## config.mk

```make
export PLATFORM = sky130hd
export DESIGN_NAME = mem_req_arbiter
export DESIGN_NICKNAME = d
export VERILOG_FILES = /design/src/rtl/mem_req_arbiter.sv
export SDC_FILE = /design/constraint.sdc
export NUM_CORES = 1
export LEC_CHECK = 0
export BUFFER_PORTS_ARGS = -buffer_cell sky130_fd_sc_hd__buf_2
export CORE_ASPECT_RATIO = 2
export CORE_MARGIN = 2
export CORE_UTILIZATION = 25
export CTS_CLUSTER_DIAMETER = 80
export DETAILED_ROUTE_END_ITERATION = 12
export PLACE_DENSITY = 0.61
export SETUP_SLACK_MARGIN = 0.3
export SLEW_MARGIN = 20
export SYNTH_ARGS = -nofsm -noshare
export SYNTH_HDL_FRONTEND = slang
export SYNTH_SLANG_ARGS = --single-unit
```

## constraint.sdc

```tcl
create_clock -name clk_i -period 4.5 [get_ports clk_i]
set_clock_uncertainty 0.05 [all_clocks]
set_input_delay 0.225 -clock clk_i [delete_from_list [all_inputs] [get_ports clk_i]]
set_output_delay 0.225 -clock clk_i [all_outputs]
set_load 0.05 [all_outputs]
```

## src/rtl/mem_req_arbiter.sv

```systemverilog
// mem_req_arbiter: arbitrates NumReq memory requesters onto one downstream
// request channel through a single registered output slot. It tracks how many
// accepted requests still await a response, stops accepting at MaxOutstanding,
// and routes responses back to their source.
// Build option: define MEM_REQ_ARBITER_FIXED_PRIO_EN for fixed-priority grant
// (lowest index wins). Otherwise the grant is round-robin.
module mem_req_arbiter #(
  parameter int NumReq         = 3,
  parameter int AddrWidth      = 64,
  parameter int TidWidth       = 4,
  parameter int MaxOutstanding = 7
) (
  input  logic                          clk_i,
  input  logic                          rst_ni,
  input  logic [NumReq-1:0]             req_valid_i,
  output logic [NumReq-1:0]             req_ready_o,
  input  logic [NumReq*AddrWidth-1:0]   req_addr_i,
  input  logic [NumReq*TidWidth-1:0]    req_tid_i,
  output logic                          mem_valid_o,
  input  logic                          mem_ready_i,
  output logic [AddrWidth-1:0]          mem_addr_o,
  output logic [TidWidth-1:0]           mem_tid_o,
  output logic [$clog2(NumReq)-1:0]     mem_src_o,
  input  logic                          rsp_valid_i,
  input  logic [$clog2(NumReq)-1:0]     rsp_src_i,
  output logic [NumReq-1:0]             rsp_valid_o,
  output logic [3:0]                    outstanding_o,
  output logic                          err_o
);

  localparam int         SrcW   = $clog2(NumReq);
  localparam logic [3:0] MaxCnt = 4'(MaxOutstanding);

  // IDLE: output slot empty; SEND: slot full and presented downstream;
  // STALL: slot empty but the outstanding budget is exhausted.
  typedef enum logic [1:0] {
    IDLE  = 2'd0,
    SEND  = 2'd1,
    STALL = 2'd2
  } state_e;

  state_e                state_q;
  state_e                state_d;
  logic [3:0]            cnt_q;
  logic [3:0]            cnt_d;
  logic                  err_q;
  logic                  err_d;

  // Output slot (one register stage between grant and downstream).
  logic [AddrWidth-1:0]  addr_p1;
  logic [TidWidth-1:0]   tid_p1;
  logic [SrcW-1:0]       src_p1;

  logic                  gnt_found;
  logic [SrcW-1:0]       gnt_idx;
  logic [AddrWidth-1:0]  sel_addr;
  logic [TidWidth-1:0]   sel_tid;
  logic                  slot_free;
  logic                  can_load;
  logic                  accept;
  logic                  rsp_dec;
  logic                  rsp_underflow;
  logic                  rsp_bad_src;

`ifdef MEM_REQ_ARBITER_FIXED_PRIO_EN

  // Fixed priority: the lowest-numbered valid requester wins.
  always_comb begin
    gnt_found = 1'b0;
    gnt_idx   = '0;
    for (int i = 0; i < NumReq; i++) begin
      if (!gnt_found && req_valid_i[i]) begin
        gnt_found = 1'b1;
        gnt_idx   = SrcW'(i);
      end
    end
  end

`else

  // Index of the most recently accepted requester; the search starts just after it.
  logic [SrcW-1:0] ptr_q;

  // Round-robin: walk offsets 1..NumReq from the pointer and take the first valid.
  // The pointer itself is visited last, so a lone requester can win repeatedly.
  always_comb begin
    gnt_found = 1'b0;
    gnt_idx   = '0;
    for (int k = 1; k <= NumReq; k++) begin
      for (int j = 0; j < NumReq; j++) begin
        if (!gnt_found && req_valid_i[j] &&
            ((32'(ptr_q) + 32'(k)) % 32'(NumReq)) == 32'(j)) begin
          gnt_found = 1'b1;
          gnt_idx   = SrcW'(j);
        end
      end
    end
  end

  // Pointer moves only when a request is actually taken; reset points at the
  // last requester so requester 0 is searched first.
  always_ff @(posedge clk_i) begin
    if (!rst_ni) begin
      ptr_q <= SrcW'(NumReq - 1);
    end else if (accept) begin
      ptr_q <= gnt_idx;
    end
  end

`endif

  // Select the granted requester's address and ID from the packed buses.
  always_comb begin
    sel_addr = '0;
    sel_tid  = '0;
    for (int i = 0; i < NumReq; i++) begin
      if (gnt_idx == SrcW'(i)) begin
        sel_addr = req_addr_i[i*AddrWidth +: AddrWidth];
        sel_tid  = req_tid_i[i*TidWidth +: TidWidth];
      end
    end
  end

  // The slot can take a new request when empty, or when it drains this cycle.
  // STALL never loads: it must first observe a response freeing a slot.
  assign slot_free = (cnt_q < MaxCnt);
  assign can_load  = (state_q == IDLE) || ((state_q == SEND) && mem_ready_i);
  assign accept    = rst_ni && gnt_found && slot_free && can_load;

  // Ready is the one-hot grant, only in a cycle where the accept really happens.
  always_comb begin
    req_ready_o = '0;
    for (int i = 0; i < NumReq; i++) begin
      req_ready_o[i] = accept && (gnt_idx == SrcW'(i));
    end
  end

  // Response classification: a legal response frees one slot; a response with
  // nothing outstanding or an out-of-range source is a protocol error.
  assign rsp_dec       = rsp_valid_i && (cnt_q != 4'd0);
  assign rsp_underflow = rsp_valid_i && (cnt_q == 4'd0);
  assign rsp_bad_src   = rsp_valid_i && (32'(rsp_src_i) >= 32'(NumReq));

  // Route the response to its requester; an out-of-range source matches no bit.
  always_comb begin
    rsp_valid_o = '0;
    for (int i = 0; i < NumReq; i++) begin
      rsp_valid_o[i] = rsp_valid_i && (32'(rsp_src_i) == 32'(i));
    end
  end

  // Outstanding count and sticky error next-state.
  always_comb begin
    cnt_d = cnt_q;
    err_d = err_q | rsp_underflow | rsp_bad_src;
    case ({accept, rsp_dec})
      2'b10:   cnt_d = cnt_q + 4'd1;
      2'b01:   cnt_d = cnt_q - 4'd1;
      default: cnt_d = cnt_q;
    endcase
  end

  // Next-state logic for the output slot FSM.
  always_comb begin
    state_d = state_q;
    case (state_q)
      IDLE: begin
        if (accept) begin
          state_d = SEND;
        end
      end
      SEND: begin
        if (mem_ready_i) begin
          if (accept) begin
            state_d = SEND;
          end else if ((cnt_q == MaxCnt) && !rsp_dec) begin
            state_d = STALL;
          end else begin
            state_d = IDLE;
          end
        end
      end
      STALL: begin
        if (rsp_dec || (cnt_q != MaxCnt)) begin
          state_d = IDLE;
        end
      end
      default: state_d = IDLE;
    endcase
  end

  // Control state: FSM, outstanding count, sticky error.
  always_ff @(posedge clk_i) begin
    if (!rst_ni) begin
      state_q <= IDLE;
      cnt_q   <= 4'd0;
      err_q   <= 1'b0;
    end else begin
      state_q <= state_d;
      cnt_q   <= cnt_d;
      err_q   <= err_d;
    end
  end

  // ---- stage p1: output slot, loaded on accept and held otherwise ----
  always_ff @(posedge clk_i) begin
    if (!rst_ni) begin
      addr_p1 <= '0;
      tid_p1  <= '0;
      src_p1  <= '0;
    end else if (accept) begin
      addr_p1 <= sel_addr;
      tid_p1  <= sel_tid;
      src_p1  <= gnt_idx;
    end
  end

  assign mem_valid_o   = (state_q == SEND);
  assign mem_addr_o    = addr_p1;
  assign mem_tid_o     = tid_p1;
  assign mem_src_o     = src_p1;
  assign outstanding_o = cnt_q;
  assign err_o         = err_q;

endmodule

```

==> results_dict.tcl, run 1 <==
set metrics [dict create \
    status "finished, final reports clean" \
    clock_power_share_pct 22.1 \
    drcViolationCount 0 \
    synth-async-reset-ratio_pct 0 \
    num-fill-cells 1930 \
    floorplan.die_area_mm2 0.01906 \
    yosysWarningCount 0 \
    p_int_w 0.001883 \
    max-vdd-ir-drop_mv 0.2453 \
    hold_viol 0 \
    cts_num_sinks 78 \
    seq_area_frac_synth_pct 34.87 \
    place_inst 1015 \
    finalSetupTns_ns 0 \
    final_nets 1031 \
    sw_frac_of_total_pct 48.20 \
    layout-drive-gt1-share_pct 39.73 \
    grt_pass1_vias 5522 \
    syn-num-nets 783 \
    clkSlewWorstSetupHoldPaths_ns 0.06 \
    synth.cell_area_mm2 0.004478 \
    share_of_the_synthesized_area_in_the_top_cell_type_pct 34.87 \
    synthSimpleGateAreaFrac_pct 15.23 \
    cts-resized-gates 0 \
    routed_wirelength_mm 19.22 \
    route.vias.total 5552 \
    critical_path.cell_chain "inv_1 > ha_1 > o2111a_2 > buf_4 > nand3_1 > inv_1 > buf_2" \
    syn_avg_cell_area_um2 7.926 \
    yosysMostFrequentCell "sky130_fd_sc_hd__nand2_1" \
    synth_edf_count 0 \
    crit_path_top_delay_cell "sky130_fd_sc_hd__o2111a_2" \
    cts_setup_buffers 0 \
    fin_crit_ns 3.158 \
    p_seq_share_pct 26.9 \
    grt_first_pass_wirelength_mm 29.05 \
    detailedPlacementHpwl_mm 13.35 \
    post_synth_mux_area_share_pct 4.023 \
    grt_start_max_net_pins 70 \
    number_of_drc_markers_after_the_initial_detailed_route_iteration 300 \
    area_growth_pct 42.41 \
    ys_ff_latch 78 \
    synth_top_family_by_area "compound AO/OA/AOI/OAI gates" \
    setup_violations 0 \
    cts_tree "yes" \
    hold_buf_cts 0 \
    cp.arrival_ns 2.88 \
    xor_xnor_cell_area_share_of_the_yosys_netlist_pct 0.5868 \
    firstDrtPassIters 4 \
    htreeDepth 3 \
    complex_gate_fraction_of_the_synthesized_area_pct 37.13 \
    synth_area_leader_cell "sky130_fd_sc_hd__dfxtp_1" \
    timing.setup.critical_path_class "flip-flop to output port" \
    routed_via_density 5.380 \
    yosys-top-cells-count "88 x sky130_fd_sc_hd__nand2_1, 78 x sky130_fd_sc_hd__dfxtp_1, 59 x sky130_fd_sc_hd__a21oi_1" \
    crit_top_cell "sky130_fd_sc_hd__inv_1" \
    required_ns 4.22 \
    post_synth_fa_ha_maj_area_fraction_pct 1.397 \
    biggest_cell_delay_along_the_critical_path_ns 0.66 \
    layoutNonFillerInstCount 1032 \
    max_clock_freq_mhz 316.7 \
    path_max_fanout 31 \
    synth.lib_cells_used.distinct 41 \
    crit_path_end_kind "output port" \
    hold_class "input port to flip-flop" \
    synthesized_instance_count 565 \
    max_slew_margin_pct 35.12 \
    cts-root-buf "sky130_fd_sc_hd__clkbuf_16" \
    drv_slew 0 \
    leakagePower_nw 2.805 \
    die_w_um 98.64 \
    floorplan.initialDensity_pct 25.30 \
    net-switching-power_w 0.001752 \
    io_pins 295 \
    ys_dominant_reg_cell "sky130_fd_sc_hd__dfxtp_1" \
    numCtsBuffers 9 \
    final_min_period_over_clock_period_pct 70.17 \
    post_synth_main_area_contributors "sky130_fd_sc_hd__dfxtp_1 35%, sky130_fd_sc_hd__a311oi_1 9.8%, sky130_fd_sc_hd__a211oi_1 8.4%" \
    globalRouteTotalUtil_pct 19.17 \
    antenna_found_initial 2 \
    max_cap_violations 0 \
    cts-root-to-sink-buffers 2 \
    total_power_per_unit_cell_area_mw_per_mm2 569.9 \
    grt.overflow.total 0 \
    rsz0062_at_grt "no" \
    place.gp.congestion 0.8512 \
    worstMarginPinSlew_ns 0.9732 \
    placeableCoreArea_mm2 0.01770 \
    routedWlPerCell_um 18.62 \
    combinationalPowerShare_pct 51.0 \
    port-buffer-count 294 \
    num_rows 69 \
    floorplan.die.height_um 193.3 \
    worst_setup_path_start_kind "flip-flop" \
    clkLatencyLatePin_ns 0.34 \
    antenna_violating_nets_post_route 0 \
]
cell families (layout without fill, tap and decap cells):
kind of cell,Yosys count,in the layout
AO/OA/AOI/OAI,245,245
XOR/XNOR,3,3
adder cells (fa/ha/maj),5,5
buffers and inverters,72,325
flip-flops,78,78
multiplexers,18,18
other,0,1
AND/OR/NAND/NOR,144,144
power groups by stage:
stage	Clock [W]	Combinational (W)	Sequential [W]
2_1_floorplan	0	0.000782	0.00155
5_1_grt	0.000842	0.00198	0.000998
3_5_place_dp	0	0.00187	0.000987
6_report	0.000803	0.00185	0.000978
4_1_cts	0.000818	0.00187	0.000975
3_3_place_gp	0	0.00186	0.000987
stage by stage:
stage	hold slack (ns)	util (%)	setup WS [ns]	cell area (um^2)	power, W
floorplan	0.2535	-	1.547	4478	0.002329
global placement	0.4102	34.22	1.451	6057	0.002843
detailed placement	0.4117	34.22	1.340	6057	0.002852
CTS	0.06160	36.01	1.276	6374	0.003659
global route	0.09050	36.03	1.130	6377	0.003820
finish	0.07923	36.03	1.342	6377	0.003634
worst max-delay path: cells and delay by family (launching register included):
kind            cells  cell delay, ns
fa+ha+maj           1            0.45
flops               1            0.37
compound gates      1            0.66
buf+inv             4            0.86
simple gates        1            0.19
metal layers:
layer	vias to the layer above	GRT usage, %	part of all wire [%]
li1	2650	-	-
met3	31	3.396	5.8
met4	2	8.168	2.9
met5	-	0	0.057
met2	248	35.70	55
met1	2621	20.74	36
final timing paths:
check                                  from             end  slack (ns)  cells after the start
worst max-delay path               ptr_q[0]  req_ready_o[2]        1.34                      7
worst min register to register        err_o           err_o        0.42                      2
worst max register to register     ptr_q[0]  mem_addr_o[54]        1.62                      6
worst min-delay path            rsp_valid_i      state_q[1]        0.08                      2
area by class of cell:
type / instances / area [um^2] / share of cell area [%]
tap: 213 / 266.5 / 4.179
clock inverter: 4 / 70.07 / 1.099
clock buffer: 12 / 246.5 / 3.865
antenna: 1 / 2.502 / 0.03924
sequential: 78 / 1562 / 24.49
timing repair buffer: 302 / 1531 / 24.01
multi-input combinational: 415 / 2671 / 41.89
inverter: 7 / 27.53 / 0.4316
cell usage in the layout (no fill, tap or decap), types with 2 or more instances in the layout:
master	netlist	final
sky130_fd_sc_hd__clkbuf_16	0	9
sky130_fd_sc_hd__nor2_1	9	8
sky130_fd_sc_hd__buf_4	4	8
sky130_fd_sc_hd__and3b_1	2	2
sky130_fd_sc_hd__a311oi_1	50	50
sky130_fd_sc_hd__dfxtp_1	78	78
sky130_fd_sc_hd__o221ai_1	16	16
sky130_fd_sc_hd__bufinv_16	0	2
sky130_fd_sc_hd__a211oi_1	50	50
sky130_fd_sc_hd__nor3b_1	2	2
sky130_fd_sc_hd__and2_1	2	2
sky130_fd_sc_hd__clkinv_2	0	3
sky130_fd_sc_hd__o21bai_1	3	3
sky130_fd_sc_hd__buf_2	13	294
sky130_fd_sc_hd__xor2_1	3	3
sky130_fd_sc_hd__nor2b_1	7	7
sky130_fd_sc_hd__a21oi_1	59	59
sky130_fd_sc_hd__ha_1	5	5
sky130_fd_sc_hd__a41o_1	2	2
sky130_fd_sc_hd__nand2b_1	6	6
sky130_fd_sc_hd__nor4_1	2	2
sky130_fd_sc_hd__inv_1	7	6
sky130_fd_sc_hd__o21ai_0	55	55
sky130_fd_sc_hd__clkbuf_1	47	2
sky130_fd_sc_hd__mux2i_1	18	18
sky130_fd_sc_hd__or3_1	2	2
sky130_fd_sc_hd__nand3_1	3	3
sky130_fd_sc_hd__or4_1	16	16
sky130_fd_sc_hd__nand2_1	88	88
sequential cells by signal, summed over array words and instances, names as in the netlist:
name / count
ptr_q: 2
outstanding_o: 4
mem_addr_o: 64
err_o: 1
mem_src_o: 1
state_q: 2
mem_tid_o: 4
Note: power is estimated with default switching activity, not from simulation.
==> run 2: changes to the inputs <==
- PLACE_DENSITY: 0.61 -> 0.63
- clock period: 4.5 -> 2.8 ns (I/O delays scaled with it)
==> run 2 against run 1 <==
  * Die area is the same
  * First-iteration DRC count shrank 17%
  * Critical path depth grew 6
  * Flip-flop and latch count is the same
  * Power grew 68%
  * Largest cell class unchanged
  * Wire length grew 3.8%
  * Via count grew 4.5%
  * Clock power grew 66%
==> results_dict.tcl, run 2 (synthesis gave the netlist of run 1 again) <==
set metrics [dict create \
    globalRouteTotalUtil_pct 20.34 \
    cp.arrival_ns 2.66 \
    max_slew_margin_pct 47.21 \
    post-route-worst-setup-slack_ns 0.3459 \
    grt_start_max_net_pins 69 \
    placed_instance_area_mm2 0.006238 \
    io_pins 295 \
    largest_reg_flops 64 \
    required_ns 3.01 \
    grt_pass1_vias 5871 \
    rsz0062_at_grt "yes" \
    cts_tree "yes" \
    floorplan.die_area_mm2 0.01906 \
    routedWlPerCell_um 18.39 \
    max_cap_violations 0 \
    leakagePower_nw 3.073 \
    hold_class "input port to flip-flop" \
    final_min_period_over_clock_period_pct 87.65 \
    numCtsBuffers 9 \
    status "finished, final reports clean" \
    final_area_mm2 0.007008 \
    total_power_per_unit_cell_area_mw_per_mm2 870.9 \
    grt.overflow.total 0 \
    antenna_violating_nets_post_route 0 \
    clkSlewWorstSetupHoldPaths_ns 0.06 \
    design_power_total_w 0.006103 \
    route.vias.total 5802 \
    layout-drive-gt1-share_pct 40.92 \
    path_max_fanout 5 \
    hold_viol 0 \
    area_growth_pct 56.50 \
    worst_setup_path_start_kind "flip-flop" \
    max-vdd-ir-drop_mv 0.3891 \
    cts-root-buf "sky130_fd_sc_hd__clkbuf_16" \
    routed_wirelength_mm 19.94 \
    clkLatencyLatePin_ns 0.33 \
    fin_crit_ns 2.454 \
    drcViolationCount 0 \
    num-fill-cells 1832 \
    cts_num_sinks 78 \
    routed_via_density 5.352 \
    biggest_cell_delay_along_the_critical_path_ns 0.35 \
    grt_first_pass_wirelength_mm 30.93 \
    placeableCoreArea_mm2 0.01770 \
    final_nets 1085 \
    layout_commonest_cell "sky130_fd_sc_hd__buf_2" \
    drv_slew 0 \
    floorplan.initialDensity_pct 25.30 \
    firstDrtPassIters 4 \
    crit_path_end_kind "flip-flop" \
    floorplan.die.height_um 193.3 \
    port-buffer-count 294 \
    number_of_drc_markers_after_the_initial_detailed_route_iteration 248 \
    critical_path.cell_chain "inv_1 > ha_4 > or2_4 > o2111ai_4 > nor2_2 > inv_4 > ha_4 > xor2_1 > ha_2 > a21oi_1 > xor2_1 > or3_1 > a21oi_1" \
    die_w_um 98.64 \
    cts-root-to-sink-buffers 2 \
    max_clock_freq_mhz 407.5 \
    detailedPlacementHpwl_mm 13.55 \
    commonest_cells_after_routing_fill_and_taps_aside "293 x sky130_fd_sc_hd__buf_2, 88 x sky130_fd_sc_hd__nand2_1, 73 x sky130_fd_sc_hd__dfxtp_1" \
    final_util_pct 39.60 \
    worstMarginPinSlew_ns 0.7918 \
    place.gp.congestion 0.9230 \
    crit_path_top_delay_cell "sky130_fd_sc_hd__dfxtp_2" \
    finalSetupTns_ns 0 \
    htreeDepth 3 \
    timing.setup.critical_path_class "flip-flop to flip-flop" \
    post_placement_setup_slack_ns 0.2814 \
    setup_violations 0 \
    num_rows 69 \
    antenna_found_initial 1 \
]
-- run 2: cell count changes in the layout (fill, tap and decap cells not counted), sizes merged --
| cell | previous run | this run |
|---|---|---|
| dlygate4sd3 | 0 | 36 |
| buf | 302 | 319 |
| clkbuf | 12 | 9 |
| a32o | 1 | 2 |
| bufinv | 2 | 3 |
| clkinv | 3 | 2 |
| inv | 6 | 7 |
-- run 2: power by group --
part           internal [W]  switching (W)  leakage [nW]
Sequential          0.00140       0.000170         0.645
Clock              0.000858       0.000473         0.161
Combinational      0.000998        0.00221          2.27
Total               0.00325        0.00285          3.07
-- run 2: per-layer routing --
metal / global-route usage (%) / up-vias / share of wire (%)
met5: 0 / - / 0
met4: 11.01 / 0 / 4.4
met3: 3.432 / 58 / 6.0
met2: 37.31 / 271 / 54
met1: 21.57 / 2716 / 35
li1: - / 2757 / -
-- run 2: final timing paths --
kind	end	depth (start not counted)	from	slack, ns
worst max-delay path	outstanding_o[2]	13	ptr_q[0]	0.35
worst max register to register	outstanding_o[2]	13	ptr_q[0]	0.35
worst min-delay path	mem_addr_o[35]	3	req_addr_i[163]	0.02
worst min register to register	err_o	2	err_o	0.42
-- run 2: timing repair --
item,in CTS,in global routing
buffers inserted,2,4
resized for setup,1,1
hold buffers,36,0
cloned,1,0
endpoints found under the hold margin,36,0
pin swaps,0,2
setup endpoints to repair,2,4
-- run 2: area by class of cell --
class	count	area (um^2)	share of cell area, %
multi-input combinational	416	2720	38.81
tap	213	266.5	3.803
clock buffer	9	225.2	3.214
sequential	78	1568	22.37
inverter	7	28.78	0.4106
clock inverter	5	100.1	1.428
timing repair buffer	355	2097	29.92
antenna	1	2.502	0.03571
-- run 2: critical path: cells and delay by family, from the launching register on --
| kind | cells | cell delay (ns) |
|---|---|---|
| AND/OR/NAND/NOR | 3 | 0.67 |
| adder cells (fa/ha/maj) | 3 | 0.49 |
| AO/OA/AOI/OAI | 3 | 0.36 |
| flip-flops | 1 | 0.35 |
| XOR/XNOR | 2 | 0.30 |
| buffers and inverters | 2 | 0.14 |
-- run 2: metrics by stage --
step	cells	hold WS, ns
finish	1084	0.02000
floorplan	565	0.1685
detailed placement	1026	0.3559
global placement	1026	0.3507
CTS	1079	0.001935
global route	1084	0.01483
==> run 3: changes to the inputs <==
--- a/config.mk
+++ b/config.mk
@@ -12,4 +12,5 @@
 export CTS_CLUSTER_DIAMETER = 80
 export DETAILED_ROUTE_END_ITERATION = 12
+export HOLD_SLACK_MARGIN = 0.12
 export PLACE_DENSITY = 0.63
 export SETUP_SLACK_MARGIN = 0.3
==> constraint.sdc (replaced) <==
create_clock -name clk_i -period 2.8 [get_ports clk_i]
set_clock_uncertainty 0.05 [all_clocks]
set_input_delay 0.28 -clock clk_i [delete_from_list [all_inputs] [get_ports clk_i]]
set_output_delay 0.28 -clock clk_i [all_outputs]
set_load 0.05 [all_outputs]
==> run 3 against run 2 <==
  * Utilization down 2.6 points
  * Wire length down 1.7%
  * First-iteration DRC count down 29%
  * Global-route usage down 0.51 points
  * Worst hold slack better by 0.13 ns
  * Final cell count down 3.6%
  * Fmax down 0.85%
  * Setup slack worse by 0.021 ns
  * Critical path type unchanged
  * Clock power down 18%
  * Highest routed layer unchanged
==> results_dict.tcl, run 3 (synthesis gave the netlist of run 1 again) <==
set metrics [dict create \
    num_rows 69 \
    placeableCoreArea_mm2 0.01770 \
    num-fill-cells 1936 \
    crit_buf_inv 2 \
    crit_path_top_delay_cell "sky130_fd_sc_hd__dfxtp_2" \
    route.vias.total 5596 \
    post-route-worst-setup-slack_ns 0.3248 \
    placed_instance_area_mm2 0.006206 \
    hold_viol 0 \
    antenna_violating_nets_post_route 0 \
    routed_wirelength_mm 19.60 \
    layout-drive-gt1-share_pct 42.41 \
    grt_first_pass_wirelength_mm 30.07 \
    floorplan.initialDensity_pct 25.30 \
    hold_class "input port to flip-flop" \
    grt_pass1_vias 5554 \
    cp.arrival_ns 2.68 \
    routed_via_density 5.355 \
    grt_start_max_net_pins 69 \
    routedWlPerCell_um 18.76 \
    required_ns 3.01 \
    clkLatencyLatePin_ns 0.34 \
    area_growth_pct 46.10 \
    post_placement_setup_slack_ns 0.2702 \
    place.gp.congestion 0.9203 \
    max-vdd-ir-drop_mv 0.4732 \
    cts-root-buf "sky130_fd_sc_hd__clkbuf_16" \
    cts_tree "yes" \
    io_pins 295 \
    final_min_period_over_clock_period_pct 88.40 \
    die_w_um 98.64 \
    grt.overflow.total 0 \
    final_area_mm2 0.006543 \
    status "finished, final reports clean" \
    cts_num_sinks 78 \
    total_power_per_unit_cell_area_mw_per_mm2 884.7 \
    worstMarginPinSlew_ns 0.8108 \
    numCtsBuffers 9 \
    finalSetupTns_ns 0 \
    antenna_found_initial 2 \
    timing.setup.critical_path_class "flip-flop to flip-flop" \
    max_slew_margin_pct 45.94 \
    layout_commonest_cell "sky130_fd_sc_hd__buf_2" \
    crit_family "simple AND/OR/NAND/NOR gates" \
    htreeDepth 3 \
    place_inst 1025 \
    fin_crit_ns 2.475 \
    layoutNonFillerInstCount 1045 \
    setup_violations 0 \
    detailedPlacementHpwl_mm 13.78 \
    leakagePower_nw 2.869 \
    commonest_cells_after_routing_fill_and_taps_aside "292 x sky130_fd_sc_hd__buf_2, 88 x sky130_fd_sc_hd__nand2_1, 73 x sky130_fd_sc_hd__dfxtp_1" \
    final_util_pct 36.97 \
    floorplan.die.height_um 193.3 \
    max_clock_freq_mhz 404.0 \
    largest_reg_flops 64 \
    final_nets 1046 \
    drv_slew 0 \
    biggest_cell_delay_along_the_critical_path_ns 0.36 \
    worst_setup_path_start_kind "flip-flop" \
    max_cap_violations 0 \
    rsz0062_at_grt "yes" \
    cts-root-to-sink-buffers 2 \
    drcViolationCount 0 \
    firstDrtPassIters 4 \
    floorplan.die_area_mm2 0.01906 \
    path_max_fanout 5 \
    crit_path_end_kind "flip-flop" \
    globalRouteTotalUtil_pct 19.83 \
    critical_path.cell_chain "inv_1 > ha_4 > or2_4 > o2111ai_4 > nor2_4 > inv_4 > ha_4 > xor2_1 > ha_2 > a21oi_1 > xor2_1 > or3_1 > a21oi_1" \
    port-buffer-count 294 \
    clkSlewWorstSetupHoldPaths_ns 0.06 \
    number_of_drc_markers_after_the_initial_detailed_route_iteration 176 \
]
-- run 3: repair_timing --
action / CTS / global route
hold buffers: 1 / 0
buffers inserted: 3 / 0
gates cloned: 1 / 0
pin swaps: 2 / 1
endpoints found under the hold margin: 1 / 0
resized for setup: 2 / 3
endpoints found under the setup margin: 3 / 4
-- run 3: cell type report --
type	instances	area [um^2]	area share [%]
antenna	2	5.005	0.07650
clock buffer	11	252.7	3.863
clock inverter	2	10.01	0.1530
inverter	7	28.78	0.4399
multi-input combinational	416	2730	41.73
sequential	78	1568	23.96
tap	213	266.5	4.073
timing repair buffer	316	1682	25.70
-- run 3: worst register-to-register path, stage by stage (launching register included) --
cell	delay (ns)
sky130_fd_sc_hd__dfxtp_2	0.36
sky130_fd_sc_hd__inv_1	0.07
sky130_fd_sc_hd__ha_4	0.16
sky130_fd_sc_hd__or2_4	0.26
sky130_fd_sc_hd__o2111ai_4	0.22
sky130_fd_sc_hd__nor2_4	0.08
sky130_fd_sc_hd__inv_4	0.07
sky130_fd_sc_hd__ha_4	0.15
sky130_fd_sc_hd__xor2_1	0.17
sky130_fd_sc_hd__ha_2	0.19
sky130_fd_sc_hd__a21oi_1	0.04
sky130_fd_sc_hd__xor2_1	0.15
sky130_fd_sc_hd__or3_1	0.30
sky130_fd_sc_hd__a21oi_1	0.12
-- run 3: through the flow --
step	hold WS (ns)	power [W]
global placement	0.4062	0.004642
finish	0.1485	0.005788
global route	0.1398	0.006116
detailed placement	0.4105	0.004679
floorplan	0.3085	0.003789
CTS	0.1284	0.005836
-- run 3: power by group --
| group | switching (W) | internal (W) | total, W |
|---|---|---|---|
| logic | 0.00220 | 0.000929 | 0.00313 |
| clock network | 0.000460 | 0.000631 | 0.00109 |
| registers | 0.000171 | 0.00140 | 0.00157 |
-- run 3: routing by layer --
| layer | wire (um) | track usage [%] |
|---|---|---|
| met5 | 0 | 0 |
| met4 | 594 | 9.335 |
| met3 | 1101 | 3.251 |
| met2 | 10900 | 37.01 |
| met1 | 6999 | 21.13 |
-- run 3: path summary, 6_finish.rpt --
path,from,end,slack [ns],cells after the start
max reg2reg,ptr_q[0],outstanding_o[2],0.32,13
min,req_addr_i[178],mem_addr_o[50],0.15,3
max,ptr_q[0],outstanding_o[2],0.32,13
min reg2reg,err_o,err_o,0.42,2
